$ cat config.mk
export PLATFORM = sky130hd
export DESIGN_NAME = pipelined_add_unit
export DESIGN_NICKNAME = d
export VERILOG_FILES = /design/src/rtl/pipelined_add_unit.sv
export SDC_FILE = /design/constraint.sdc
export NUM_CORES = 1
export LEC_CHECK = 0
export CAP_MARGIN = 25
export CORE_MARGIN = 2
export CORE_UTILIZATION = 50
export CTS_CLUSTER_DIAMETER = 150
export DETAILED_ROUTE_END_ITERATION = 8
export DONT_BUFFER_PORTS = 1
export PLACE_DENSITY_LB_ADDON = 0.12
export SLEW_MARGIN = 40
export SYNTH_ARGS = -nofsm -noshare
export SYNTH_HDL_FRONTEND = slang
export SYNTH_SLANG_ARGS = --single-unit
$ cat constraint.sdc
create_clock -name Clock -period 3.4 [get_ports Clock]
set_clock_uncertainty 0.15 [all_clocks]
set_input_delay 0.68 -clock Clock [delete_from_list [all_inputs] [get_ports Clock]]
set_output_delay 0.68 -clock Clock [all_outputs]
set_load 0.03 [all_outputs]
$ cat src/rtl/pipelined_add_unit.sv
// pipelined_add_unit: credit-limited add/sub pipeline feeding an in-order result FIFO with valid/ack handshake
module pipelined_add_unit #(
  parameter int LATENCY = 3,
  parameter int OUT_DEPTH = 4
) (
  input  logic        Clock,
  input  logic        Resetn,
  input  logic        IssueValid,
  input  logic [15:0] IssueInst,
  input  logic [2:0]  IssueTag,
  input  logic [15:0] OpA,
  input  logic [15:0] OpB,
  output logic        IssueReady,
  output logic        Done,
  output logic [2:0]  DoneTag,
  output logic [15:0] DoneInst,
  output logic [15:0] Dout,
  input  logic        CdbAck,
  output logic [3:0]  InFlight
);
  localparam int AW = $clog2(OUT_DEPTH);
  logic [LATENCY-1:0] p_vld;
  logic [2:0]  p_tag [LATENCY];
  logic [15:0] p_inst [LATENCY];
  logic [15:0] p_res [LATENCY];
  logic [2:0]  f_tag [OUT_DEPTH];
  logic [15:0] f_inst [OUT_DEPTH];
  logic [15:0] f_res [OUT_DEPTH];
  logic [AW-1:0] wp, rp;
  logic [AW:0] cnt;
  logic acc, pop, wr;
  logic [15:0] res;
  always_comb begin
    IssueReady = Resetn & (InFlight < 4'(OUT_DEPTH));
    acc = IssueValid & IssueReady & (IssueTag != 3'd0);
    Done = Resetn & (cnt != '0);
    pop = Done & CdbAck;
    wr = p_vld[LATENCY-1];
    res = IssueInst[3:0] == 4'd0 ? OpA + OpB : IssueInst[3:0] == 4'd1 ? OpA - OpB : OpA;
    DoneTag = Done ? f_tag[rp] : 3'd0;
    DoneInst = Done ? f_inst[rp] : 16'd0;
    Dout = Done ? f_res[rp] : 16'd0;
  end
  // payload needs no reset: the valid bits and FIFO count decide what is live
  always_ff @(posedge Clock) begin
    p_tag[0] <= IssueTag;
    p_inst[0] <= IssueInst;
    p_res[0] <= res;
    for (int i = 1; i < LATENCY; i++) begin
      p_tag[i] <= p_tag[i-1];
      p_inst[i] <= p_inst[i-1];
      p_res[i] <= p_res[i-1];
    end
    if (wr) begin
      f_tag[wp] <= p_tag[LATENCY-1];
      f_inst[wp] <= p_inst[LATENCY-1];
      f_res[wp] <= p_res[LATENCY-1];
    end
  end
  // credits bound pipeline+FIFO occupancy, so the FIFO can never overflow
  always_ff @(posedge Clock) begin
    if (!Resetn) begin
      p_vld <= '0;
      wp <= '0;
      rp <= '0;
      cnt <= '0;
      InFlight <= '0;
    end else begin
      p_vld[0] <= acc;
      for (int i = 1; i < LATENCY; i++) p_vld[i] <= p_vld[i-1];
      if (wr) wp <= wp + 1'b1;
      if (pop) rp <= rp + 1'b1;
      cnt <= (wr & ~pop) ? cnt + 1'b1 : (~wr & pop) ? cnt - 1'b1 : cnt;
      InFlight <= (acc & ~pop) ? InFlight + 4'd1 : (~acc & pop) ? InFlight - 4'd1 : InFlight;
    end
  end
endmodule

==> insert_results.sql <==
INSERT INTO impl_metrics (metric_group, metric, value, unit) VALUES
('global_routing', 'global_route.usage.met1', '0.229', ''),
('placement', 'gp_congestion', '0.877', ''),
('setup_path', 'setup.worst_path.end_class', 'primary output', ''),
('floorplanning', 'placeableCoreArea', '19500', 'um^2'),
('synth', 'synth_sequential_area_ratio', '0.663', ''),
('drt', 'route.detailed.vias_per_inst', '5.39', ''),
('drt', 'ant_nets', '0', ''),
('layout', 'finish.instance_area', '11200', 'um^2'),
('global_routing', 'use_met2', '0.297', ''),
('placement', 'detailedPlace.worstSlack', '547', 'ps'),
('layout', 'fillerInstances', '1582', ''),
('synth', 'netlist-cell-type-count', '60', ''),
('run', 'maxCapViolCount', '0', ''),
('outcome', 'run_status', 'completed', ''),
('layout', 'n_diodes', '0', ''),
('drt', 'vias', '5228', ''),
('placement', 'dpl.hpwl', '11900', 'um'),
('global_routing', 'most_used_routing_layer', 'met2', ''),
('clock_network', 'clk_latency', '510', 'ps'),
('clock_network', 'cts_tree', 'done', ''),
('clock_network', 'clock_tree.htree_level_count', '1', ''),
('synth', 'synth_edf_count', '140', ''),
('sta', 'timing_worst_slew_pin_value', '641', 'ps'),
('layout', 'layout.nets', '782', ''),
('clock_network', 'postCtsSetupRepairBufs', '0', ''),
('global_routing', 'grt_overflow_total', '0', ''),
('setup_path', 'worst_endpoint_required_time', '2570', 'ps'),
('floorplanning', 'die-height', '145', 'um'),
('sta', 'hold_violations', '0', ''),
('global_routing', 'grt_first_pass_wirelength', '29500', 'um'),
('clock_network', 'cts_hold_buf', '0', ''),
('power_and_ir_drop', 'ir_worst_vdd', '340', 'uV'),
('floorplanning', 'die_outline_area', '21100', 'um^2'),
('layout', 'layout-area-overhead-vs-synth', '12.1', '%'),
('sta', 'clock.fmax', '332', 'MHz'),
('hold_path', 'worst_hold_path_type', 'input port to register', ''),
('sta', 'setup-tns-final', '0', 'ps'),
('drt', 'wl_per_cell', '18.8', 'um'),
('floorplanning', 'io_pins', '96', ''),
('synth', 'dominantRegCellSynth', 'sky130_fd_sc_hd__edfxtp_1', ''),
('setup_path', 'startpoint_to_endpoint_class_of_the_critical_path', 'register to primary output', ''),
('clock_network', 'clkSlewWorstSetupHoldPaths', '60', 'ps'),
('sta', 'slew-limit-headroom', '0.573', ''),
('sta', 'slew_violations', '0', ''),
('layout', 'most-common-layout-cells', '140 x sky130_fd_sc_hd__edfxtp_1, 119 x sky130_fd_sc_hd__dfxtp_1, 45 x sky130_fd_sc_hd__and2_1, 38 x sky130_fd_sc_hd__ha_1, 35 x sky130_fd_sc_hd__mux4_2', ''),
('power_and_ir_drop', 'power.static_leakage', '0.00409', 'uW'),
('global_routing', 'grt_max_degree', '38', ''),
('floorplanning', 'starting_density', '0.512', ''),
('drt', 'drc_errors', '0', ''),
('sta', 'layout_setup_ws', '387', 'ps'),
('placement', 'dpl_cell_area', '10300', 'um^2'),
('clock_network', 'clockBufferDepth', '3', ''),
('setup_path', 'critPathMaxFanout', '22', ''),
('synth', 'syn_nets', '775', ''),
('drt', 'firstDrtPassIters', '4', ''),
('drt', 'routed_wl', '18300', 'um'),
('clock_network', 'postCtsResizedCells', '0', ''),
('synth', 'async_reset_ff_frac', '0', ''),
('synth', 'postSynthRegisterBits', '261', ''),
('drt', 'drc_violation_total_after_the_first_tritonroute_iteration', '169', ''),
('placement', 'io_buffer_count', '0', ''),
('clock_network', 'clock-root-buffer', 'sky130_fd_sc_hd__clkbuf_16', ''),
('sta', 'report.final.setup_viol', '0', ''),
('sta', 'min_period_over_period', '0.886', ''),
('global_routing', 'groute.usage.overall', '0.174', ''),
('global_routing', 'number_of_global_route_vias_before_repair', '5605', ''),
('floorplanning', 'row_count', '51', ''),
('layout', 'fraction_of_final_layout_cells_sized_beyond_drive_strength_1', '0.149', ''),
('setup_path', 'data_arrival_at_the_endpoint_of_the_critical_path', '2180', 'ps'),
('setup_path', 'crit_path_start_kind', 'register', ''),
('synth', 'synthesis.yosys.warnings', '0', ''),
('sta', 'whs', '34.6', 'ps'),
('global_routing', 'met3_usage', '0.0354', ''),
('layout', 'most_common_cell_after_layout_fill_and_taps_aside', 'sky130_fd_sc_hd__edfxtp_1', ''),
('synth', 'synthesis.area_per_instance', '14.7', 'um^2'),
('synth', 'synth_cells', '678', ''),
('global_routing', 'antenna_found_initial', '0', ''),
('synth', 'synthesis.area', '10000', 'um^2'),
('power_and_ir_drop', 'p_per_area', '658', 'nW/um^2'),
('sta', 'unrepaired_setup_endpoints_after_global_routing', 'false', ''),
('floorplanning', 'die_width', '145', 'um'),
('clock_network', 'cts_num_sinks', '261', ''),
('clock_network', 'cts_inserted_buffers', '26', ''),
('sta', 'min_period', '3010', 'ps');
-- worst paths after layout --
path | start | end | slack [ps] | cells after the start
max | register | Dout[12] | 390 | 3
min reg2reg | p_res[0][16]$_DFF_P_ | p_res[0][32]$_DFF_P_ | 170 | 0
min | IssueInst[12] | p_inst[0][12]$_DFF_P_ | 30 | 0
max reg2reg | InFlight[2]$_SDFFE_PN0P_ | InFlight[3]$_SDFFE_PN0P_ | 710 | 10
-- metrics by stage --
stage / total power [uW] / cells / util
floorplan: 4260 / 678 / -
global placement: 4400 / 922 / 0.526
detailed placement: 4420 / 922 / 0.526
CTS: 7460 / 970 / 0.574
global route: 7660 / 970 / 0.574
finish: 7380 / 970 / 0.574
-- power breakdown --
part	switching, uW	total, uW	internal (uW)
logic	467	773	307
registers	109	3570	3460
clock network	1120	3040	1920
total	1690	7380	5690
-- cell type report --
class                           count  area [um^2]  share of cell area
Clock inverter                     13          200              0.0179
Inverter                           32          120              0.0107
Timing Repair Buffer                7         52.6             0.00469
Sequential cell                   261         6630               0.591
Clock buffer                       35          746              0.0665
Tap cell                          265          332              0.0296
Multi-Input combinational cell    357         3140               0.280
-- synth_stat cells, types with 3 or more instances --
library cell,n,area share
sky130_fd_sc_hd__dfxtp_1,121,0.24
sky130_fd_sc_hd__nand2_1,28,0.011
sky130_fd_sc_hd__a211oi_1,3,0.0023
sky130_fd_sc_hd__o311a_1,3,0.0030
sky130_fd_sc_hd__nor2b_1,13,0.0081
sky130_fd_sc_hd__and2_1,49,0.031
sky130_fd_sc_hd__o21ai_1,13,0.0065
sky130_fd_sc_hd__fa_1,4,0.0080
sky130_fd_sc_hd__nor3_1,10,0.0050
sky130_fd_sc_hd__nand3_1,8,0.0040
sky130_fd_sc_hd__a31oi_1,5,0.0031
sky130_fd_sc_hd__edfxtp_1,140,0.42
sky130_fd_sc_hd__a21boi_0,3,0.0023
sky130_fd_sc_hd__mux2_2,3,0.0034
sky130_fd_sc_hd__o21ai_0,13,0.0065
sky130_fd_sc_hd__clkbuf_1,15,0.0056
sky130_fd_sc_hd__o21bai_1,5,0.0038
sky130_fd_sc_hd__a21o_1,6,0.0045
sky130_fd_sc_hd__a221oi_1,3,0.0026
sky130_fd_sc_hd__inv_1,28,0.011
sky130_fd_sc_hd__mux4_2,35,0.079
sky130_fd_sc_hd__or3_1,7,0.0044
sky130_fd_sc_hd__ha_1,38,0.048
sky130_fd_sc_hd__nand2b_1,5,0.0031
sky130_fd_sc_hd__a21oi_1,22,0.011
sky130_fd_sc_hd__o211ai_1,3,0.0023
sky130_fd_sc_hd__nor2_1,17,0.0064
sky130_fd_sc_hd__xnor2_1,14,0.012
sky130_fd_sc_hd__buf_2,10,0.0050
sky130_fd_sc_hd__mux2i_1,6,0.0060
sky130_fd_sc_hd__xor2_1,5,0.0044
sky130_fd_sc_hd__inv_2,4,0.0015
-- registers in the layout (all words and copies together), names as in the netlist, named ones only --
name / flops
InFlight: 4
cnt: 3
f_inst: 64
f_res: 64
f_tag: 12
p_inst: 48
p_res: 48
p_tag: 9
p_vld: 3
rp: 2
wp: 2
-- kinds of logic (layout without fill, tap and decap cells) --
kind of cell / count (synthesis) / in the layout / share of synthesized area
AO/OA/AOI/OAI: 104 / 104 / 0.0718
adder cells (fa/ha/maj): 42 / 42 / 0.0556
multiplexers: 44 / 44 / 0.0882
buffers and inverters: 60 / 87 / 0.0249
AND/OR/NAND/NOR: 148 / 148 / 0.0802
XOR/XNOR: 19 / 19 / 0.0166
flip-flops: 261 / 261 / 0.663
-- worst max-delay path: stages (launching register included) --
cell and delay, ps:
sky130_fd_sc_hd__dfxtp_2 740, sky130_fd_sc_hd__buf_4 300, sky130_fd_sc_hd__mux4_2 340, sky130_fd_sc_hd__and2_1 280
-- per-layer routing --
metal / share of wire / vias to the layer above / wire length (um)
met4: 0.010 / 0 / 191
met3: 0.053 / 10 / 964
met5: 0 / - / 0
met1: 0.44 / 2605 / 8010
met2: 0.50 / 114 / 9110
li1: - / 2499 / -
(Power assumes the default switching activity.)
